==> config.mk <==
export PLATFORM = sky130hd
export DESIGN_NAME = scoreboard_register_file
export DESIGN_NICKNAME = d
export VERILOG_FILES = /design/src/rtl/scoreboard_register_file.sv
export SDC_FILE = /design/constraint.sdc
export NUM_CORES = 2
export LEC_CHECK = 0
export CORE_MARGIN = 2
export CORE_UTILIZATION = 40
export DETAILED_ROUTE_END_ITERATION = 8
export GPL_TIMING_DRIVEN = 0
export PLACE_DENSITY = 0.67
export SLEW_MARGIN = 10
export SYNTH_ARGS = -nofsm -noshare
export SYNTH_HDL_FRONTEND = slang
export SYNTH_SLANG_ARGS = --single-unit
==> constraint.sdc <==
create_clock -name clock -period 5.32 [get_ports clock]
set_clock_uncertainty 0.15 [all_clocks]
set_input_delay 1.064 -clock clock [delete_from_list [all_inputs] [get_ports clock]]
set_output_delay 1.064 -clock clock [all_outputs]
set_load 0.02 [all_outputs]
==> src/rtl/scoreboard_register_file.sv <==
// scoreboard_register_file: MIPS GPR file with two async reads, one sync write and per-register
// pending-write counters for hazard stalls. Optional macro: SCOREBOARD_RF_WRITE_BYPASS_EN.
module scoreboard_register_file #(
  parameter int DATA_W    = 32,
  parameter int ADDR_W    = 5,
  parameter int PENDING_W = 2
) (
  input  logic              clock,
  input  logic              reset,
  input  logic [ADDR_W-1:0] readRegister1,
  input  logic [ADDR_W-1:0] readRegister2,
  output logic [DATA_W-1:0] readData1,
  output logic [DATA_W-1:0] readData2,
  output logic              busy1,
  output logic              busy2,
  input  logic              regWrite,
  input  logic [ADDR_W-1:0] writeRegister,
  input  logic [DATA_W-1:0] writeData,
  input  logic              issueValid,
  input  logic [ADDR_W-1:0] issueRegister,
  output logic              issueReady
);

  localparam int                   DEPTH    = 2 ** ADDR_W;
  localparam logic [PENDING_W-1:0] CNT_MAX  = '1;
  localparam logic [PENDING_W-1:0] CNT_ONE  = {{(PENDING_W-1){1'b0}}, 1'b1};
  localparam logic [ADDR_W-1:0]    ZERO_REG = '0;

  logic [DATA_W-1:0]    registers [DEPTH];
  logic [PENDING_W-1:0] cnt       [DEPTH];

  logic writeEn;
  logic incEn;
  logic decEn;
  logic decSame;

  // A writeback retiring the last slot of a saturated register frees room for this issue.
  always_comb begin
    writeEn    = regWrite && (writeRegister != ZERO_REG);
    decEn      = writeEn && (cnt[writeRegister] != '0);
    decSame    = decEn && (writeRegister == issueRegister);
    issueReady = !((issueRegister != ZERO_REG) && (cnt[issueRegister] == CNT_MAX) && !decSame);
    incEn      = issueValid && issueReady && (issueRegister != ZERO_REG);
  end

  function automatic logic [DATA_W-1:0] readValue(input logic [ADDR_W-1:0] addr);
    logic [DATA_W-1:0] value;
    value = (addr == ZERO_REG) ? '0 : registers[addr];
`ifdef SCOREBOARD_RF_WRITE_BYPASS_EN
    if (writeEn && (writeRegister == addr)) value = writeData;
`endif
    return value;
  endfunction

  function automatic logic pendingAt(input logic [ADDR_W-1:0] addr);
    logic [PENDING_W-1:0] level;
    level = cnt[addr];
`ifdef SCOREBOARD_RF_WRITE_BYPASS_EN
    // decEn already guarantees level != 0, so this cannot wrap.
    if (decEn && (writeRegister == addr)) level = level - CNT_ONE;
`endif
    return level != '0;
  endfunction

  // NOTE: every output is assigned on every pass through always_comb, so no latch is inferred.
  always_comb begin
    readData1 = readValue(readRegister1);
    readData2 = readValue(readRegister2);
    busy1     = pendingAt(readRegister1);
    busy2     = pendingAt(readRegister2);
  end

  always_ff @(posedge clock) begin
    if (reset) begin
      // NOTE: the array is reset on purpose (architectural zero state); storage without
      // such a requirement should stay unreset so it can map onto plain RAM.
      for (int i = 0; i < DEPTH; i++) begin
        registers[i] <= '0;
        cnt[i]       <= '0;
      end
    end else begin
      // NOTE: non-blocking updates here, so the reads of cnt below all see the pre-edge value.
      if (writeEn) registers[writeRegister] <= writeData;
      // Issue and retire on the same register cancel out; register 0 never reaches here.
      if (!(incEn && decSame)) begin
        if (incEn) cnt[issueRegister] <= cnt[issueRegister] + CNT_ONE;
        if (decEn) cnt[writeRegister] <= cnt[writeRegister] - CNT_ONE;
      end
    end
  end

endmodule
## Yosys cells after proc, flatten, opt, wreduce, memory -nomap -nowiden

Memory sizes are Yosys's and may differ from the RTL's.
Cells that the tools add are included.

| operators by class | value |
|---|---|
| add/sub/neg operators | 2 |
| reductions and logical operators | 20 |
| multiplexer cells | 24 |
| eq/ne operators | 2 |

Operators with widths:

| operator | count |
|---|---|
| two-way mux 32 bit | 3 |
| OR reduction 32 bit | 1 |
| two-way mux 1 bit | 16 |
| two-way mux 5 bit | 3 |
| zero test 5 bit | 2 |
| nonzero test 5 bit | 2 |
| logical AND 1 bit | 8 |
| nonzero test 2 bit | 3 |
| == test 5 bit | 1 |
| two-way mux 2 bit | 2 |
| OR reduction 2 bit | 2 |
| adder 2 x 1 -> 2 bit, second input constant | 1 |
| == test 2 bit, second input constant | 1 |
| zero test 1 bit | 2 |
| subtractor 2 x 1 -> 2 bit, second input constant | 1 |

| word-level totals | value |
|---|---|
| input port bits | 56 |
| memory bits (writable) | 1088 |
| register bits | 0 |
| output and inout port bits | 67 |
| memories kept | 2 |
| logic and storage cells | 50 |

Memories:

| memory | depth | width | read ports | clocked after Yosys merged registers in | write ports | RTL line | RTL |
|---|---|---|---|---|---|---|---|
| registers | 32 | 32 | 2 | 0 | 32 | 29 | `logic [DATA_W-1:0] registers [DEPTH];` |
| cnt | 32 | 2 | 4 | 0 | 32 | 30 | `logic [PENDING_W-1:0] cnt [DEPTH];` |

## Logic depth before layout (Yosys ltp)

| depth | value |
|---|---|
| depth in word-level cells | 15 |
| gate-level depth with buffers | 15 |
| mapped depth without buffers | 11 |

## Least setup slack after synthesis

OpenSTA, ideal clock, no wires.

| timing | value |
|---|---|
| path kind | input -> output |
| start | in writeRegister[4] |
| end | out issueReady |
| path slack | 0.332 ns |
| stages on the path | 12 |
| buffers on the path | 2 |
| arrival | 3.774 ns |
| data required time | 4.106 ns |
| cells stage by stage | clkbuf_1 -> or3b_2 -> o22ai_1 -> o21ai_1 -> nand3_1 -> clkbuf_1 -> inv_1 -> ha_1 -> nand2b_1 -> nor4_4 -> nand2_2 -> nand3_1 |

| on the way | value |
|---|---|
| word-level cells in the longest chain between the ends | 7 |

RTL lines:

| what | RTL line | RTL |
|---|---|---|
| from (decl) | 17 | `input logic [ADDR_W-1:0] writeRegister,` |
| memory (32 x 2 bit) or nonzero test 5 bit (tied branches) | - |  |
| nonzero test 2 bit or logical AND 1 bit (tied branches) | 40, 39 |  |
| logical AND 1 bit | 40 | `decEn = writeEn && (cnt[writeRegister] != '0);` |
| logical AND 1 bit * | 41 | `decSame = decEn && (writeRegister == issueRegister);` |
| zero test 1 bit * | 42 | `issueReady = !((issueRegister != ZERO_REG) && (cnt[issueRegister] == CNT_MAX) && !decSame);` |
| logical AND 1 bit * | 42 |  |
| zero test 1 bit * | 42 |  |
| to (decl) | 21 | `output logic issueReady` |

Mark *: on every way between the ends. The rest lies on a longest branch, timed or not.

## Final worst setup path

| timing | value |
|---|---|
| start | in readRegister2[1] |
| end | out readData2[1] |

| on the way | value |
|---|---|
| word-level cells in the longest chain between the ends | 2 |

RTL lines:

| what | RTL line | RTL |
|---|---|---|
| from (decl) | 11 | `input logic [ADDR_W-1:0] readRegister2,` |
| memory (32 x 32 bit) or zero test 5 bit (tied branches) | - |  |
| two-way mux 32 bit * | 48 | `value = (addr == ZERO_REG) ? '0 : registers[addr];` |
| to (decl) | 13 | `output logic [DATA_W-1:0] readData2,` |

Marks and branches as above.

==> impl_metrics.json <==
{
  "fin_crit_sh": 1.04,
  "cts_root_buf": "clkbuf_16",
  "tightest_slew_ns": 1.39,
  "met3_length_microns": 33300,
  "cts_num_sinks": 1088,
  "synth_ff_type": "edfxtp_1",
  "dp_cells": 5988,
  "cts_tree": "yes",
  "setup_violations": 12,
  "track_usage": 0.304,
  "power.density_nw_per_um2": 320,
  "violations": "negative setup slack",
  "setup_ws_ns": -0.192,
  "top_layer": "met5",
  "hpwl_microns": 168000,
  "critPathCaptureType": "output pin",
  "synth-seq-cells": 1088,
  "cts_hold_buffers": 0,
  "power_leakage_uw": 0.0251,
  "io_buffers": 112,
  "start_util": 0.403,
  "hold_class": "input port to register",
  "final_util": 0.460,
  "max_clock_freq_mhz": 181,
  "core_sq_um": 148000,
  "crit_chain": "clkbuf_4 > buf_4 > buf_2 > mux4_2 > mux4_2 > inv_1 > o21ai_1 > clkdlybuf4s50_1",
  "vdd_drop_max_mv": 0.262,
  "rsz0062_at_grt": "true",
  "postRouteWirelength_microns": 233000,
  "maxCapViolCount": 0,
  "wl_per_cell_microns": 37.5,
  "ys_seq_area_frac": 0.549,
  "yosys_warnings": 0,
  "path_clk_slew_ns": 0.06,
  "io-pin-count": 123,
  "final_nets": 4240,
  "met2_length_microns": 99100,
  "antenna_found_initial": 13,
  "worstSkewPairLatency_ns": 0.73,
  "die_w_microns": 390,
  "postSynthCellCount": 3906,
  "switching_share": 0.274,
  "vias": 42500,
  "cp_top_family": "buffers and inverters",
  "drtIter0Drc": 7626,
  "pwr-share-comb": 0.155,
  "synth-edff-count": 1088,
  "wl_met1_microns": 84700,
  "slew_violations": 0,
  "ant_nets": 0,
  "syn_area_per_cell_sq_um": 15.2,
  "critPathMaxFanout": 10,
  "synth.distinct_cells": 53,
  "overflow": 0,
  "fin_cells": 6218,
  "detail_route.first_pass.iterations": 7,
  "drive_above_1_share": 0.265,
  "p_int_uw": 15800,
  "arrival_ns": 4.30,
  "place_congestion": 1.00,
  "start_kind": "input port",
  "viasPerCell": 6.84,
  "core.rowCount": 141,
  "async_flop_share": 0,
  "total_power_uw": 21800,
  "die-area_sq_um": 152000,
  "grt_max_degree": 33,
  "p_clk_frac": 0.379,
  "final_cell_mix": "edfxtp_1, and3_1, mux4_2",
  "path_buf_inv": 5,
  "area_growth_pct": 14.2,
  "mostFrequentLayoutCell": "edfxtp_1",
  "numCtsBuffers": 114,
  "status": "finished, violations left",
  "drc": 0,
  "max_stage_delay_ns": 0.75,
  "period_needed_ns": 5.51,
  "final_hold_viol_count": 0,
  "slowest_stage": "clkdlybuf4s50_1",
  "slew_headroom": 0.0678,
  "cpMostUsedCell": "mux4_2",
  "switching_power_uw": 5980,
  "grt_pass1_vias": 41500,
  "crit_required_ns": 4.11,
  "worstSetupPathType": "input port to output pin",
  "syn_area_sq_um": 59500,
  "die_h_microns": 390,
  "seqPwrFrac": 0.466,
  "grt_pass1_wl_microns": 320000,
  "htree_levels": 3,
  "clock_path_buffers": 3
}
-- per-stage QoR --
stage	hold WS, ns	setup WS (ns)	cell area (sq um)	TNS, ns
2_1_floorplan	0.834	0.332	59700	0
3_3_place_gp	1.02	-2.20	63200	-494.07
3_5_place_dp	1.04	-2.08	63300	-306.30
4_1_cts	0.767	-0.0311	67800	-0.0311
5_1_grt	0.827	-0.0144	68000	-0.0144
6_report	0.802	-0.192	68000	-0.594
-- worst paths after layout --
kind	from	to	slack, ns	cells past startpoint
worst max-delay path	readRegister2[1]	readData2[1]	-0.19	8
worst min-delay path	writeRegister[2]	cnt[1][1]	0.80	4
worst max register to register	cnt[0][1]	cnt[17][1]	0.82	13
worst min register to register	cnt[11][0]	cnt[5][0]	1.07	5
-- power groups by stage --
stage	logic, uW	clock network [uW]	registers, uW
CTS	3250	8180	10100
global route	3420	8490	10200
global placement	3150	0	10300
finish	3370	8270	10100
floorplan	1830	0	10200
detailed placement	3180	0	10300
-- cells by family after synthesis --
group / count (synthesis) / share of synthesized area
DFF: 1088 / 0.549
xor gates and xnor gates: 5 / 0.000736
and+or+nand+nor: 1305 / 0.130
muxes: 701 / 0.258
AOI/OAI and AO/OA: 228 / 0.0241
buffers and inverters: 576 / 0.0380
adders and majority gates: 2 / 0.000420
other: 1 / 0.0000630
-- Yosys cell counts, types with 22 or more instances --
cell type / number / share of area
inv_1: 77 / 0.0049
and2_1: 256 / 0.027
and3_1: 741 / 0.078
clkbuf_1: 396 / 0.025
o21ai_0: 91 / 0.0076
mux4_2: 668 / 0.25
a21oi_1: 22 / 0.0018
or2_2: 34 / 0.0036
edfxtp_1: 1088 / 0.55
mux2i_1: 32 / 0.0054
buf_2: 66 / 0.0055
nand2_1: 121 / 0.0076
o22ai_1: 49 / 0.0051
buf_1: 34 / 0.0021
nor2_1: 67 / 0.0042
-- state kept, by name, indices dropped and copies added, names as in the netlist --
signal / cells
registers: 1024
cnt: 64
-- worst reg2reg max path: cells and delay by family (launching register included) --
family                     cells  cell delay (ns)
DFF                            1             0.51
buffers and inverters          2             0.60
and+or+nand+nor                5             1.04
muxes                          1             0.50
adders and majority gates      1             0.24
AOI/OAI and AO/OA              4             1.15
-- area by class of cell --
class                   count  area, sq um
diodes                     10         25.0
repair buffers            129         1270
flip-flops and latches   1088        32700
well taps                1930         2410
multi-input cells        2275        25000
clock inverters            75          758
plain buffers             497         2570
fillers                 12900        79800
inverters                  77          292
clock buffers             137         2980
-- per-layer routing --
| layer | GRT usage | up-vias |
|---|---|---|
| met1 | 0.405 | 21900 |
| li1 | - | 16200 |
| met4 | 0.174 | 6 |
| met5 | 0 | - |
| met3 | 0.102 | 670 |
| met2 | 0.433 | 3728 |
-- timing repair --
item,in CTS,in global routing
setup buffers,4,5
gates resized for setup,330,67
pin swaps,5,4
endpoints found under the setup margin,191,98
No activity file was read; power rests on OpenSTA's default activity.
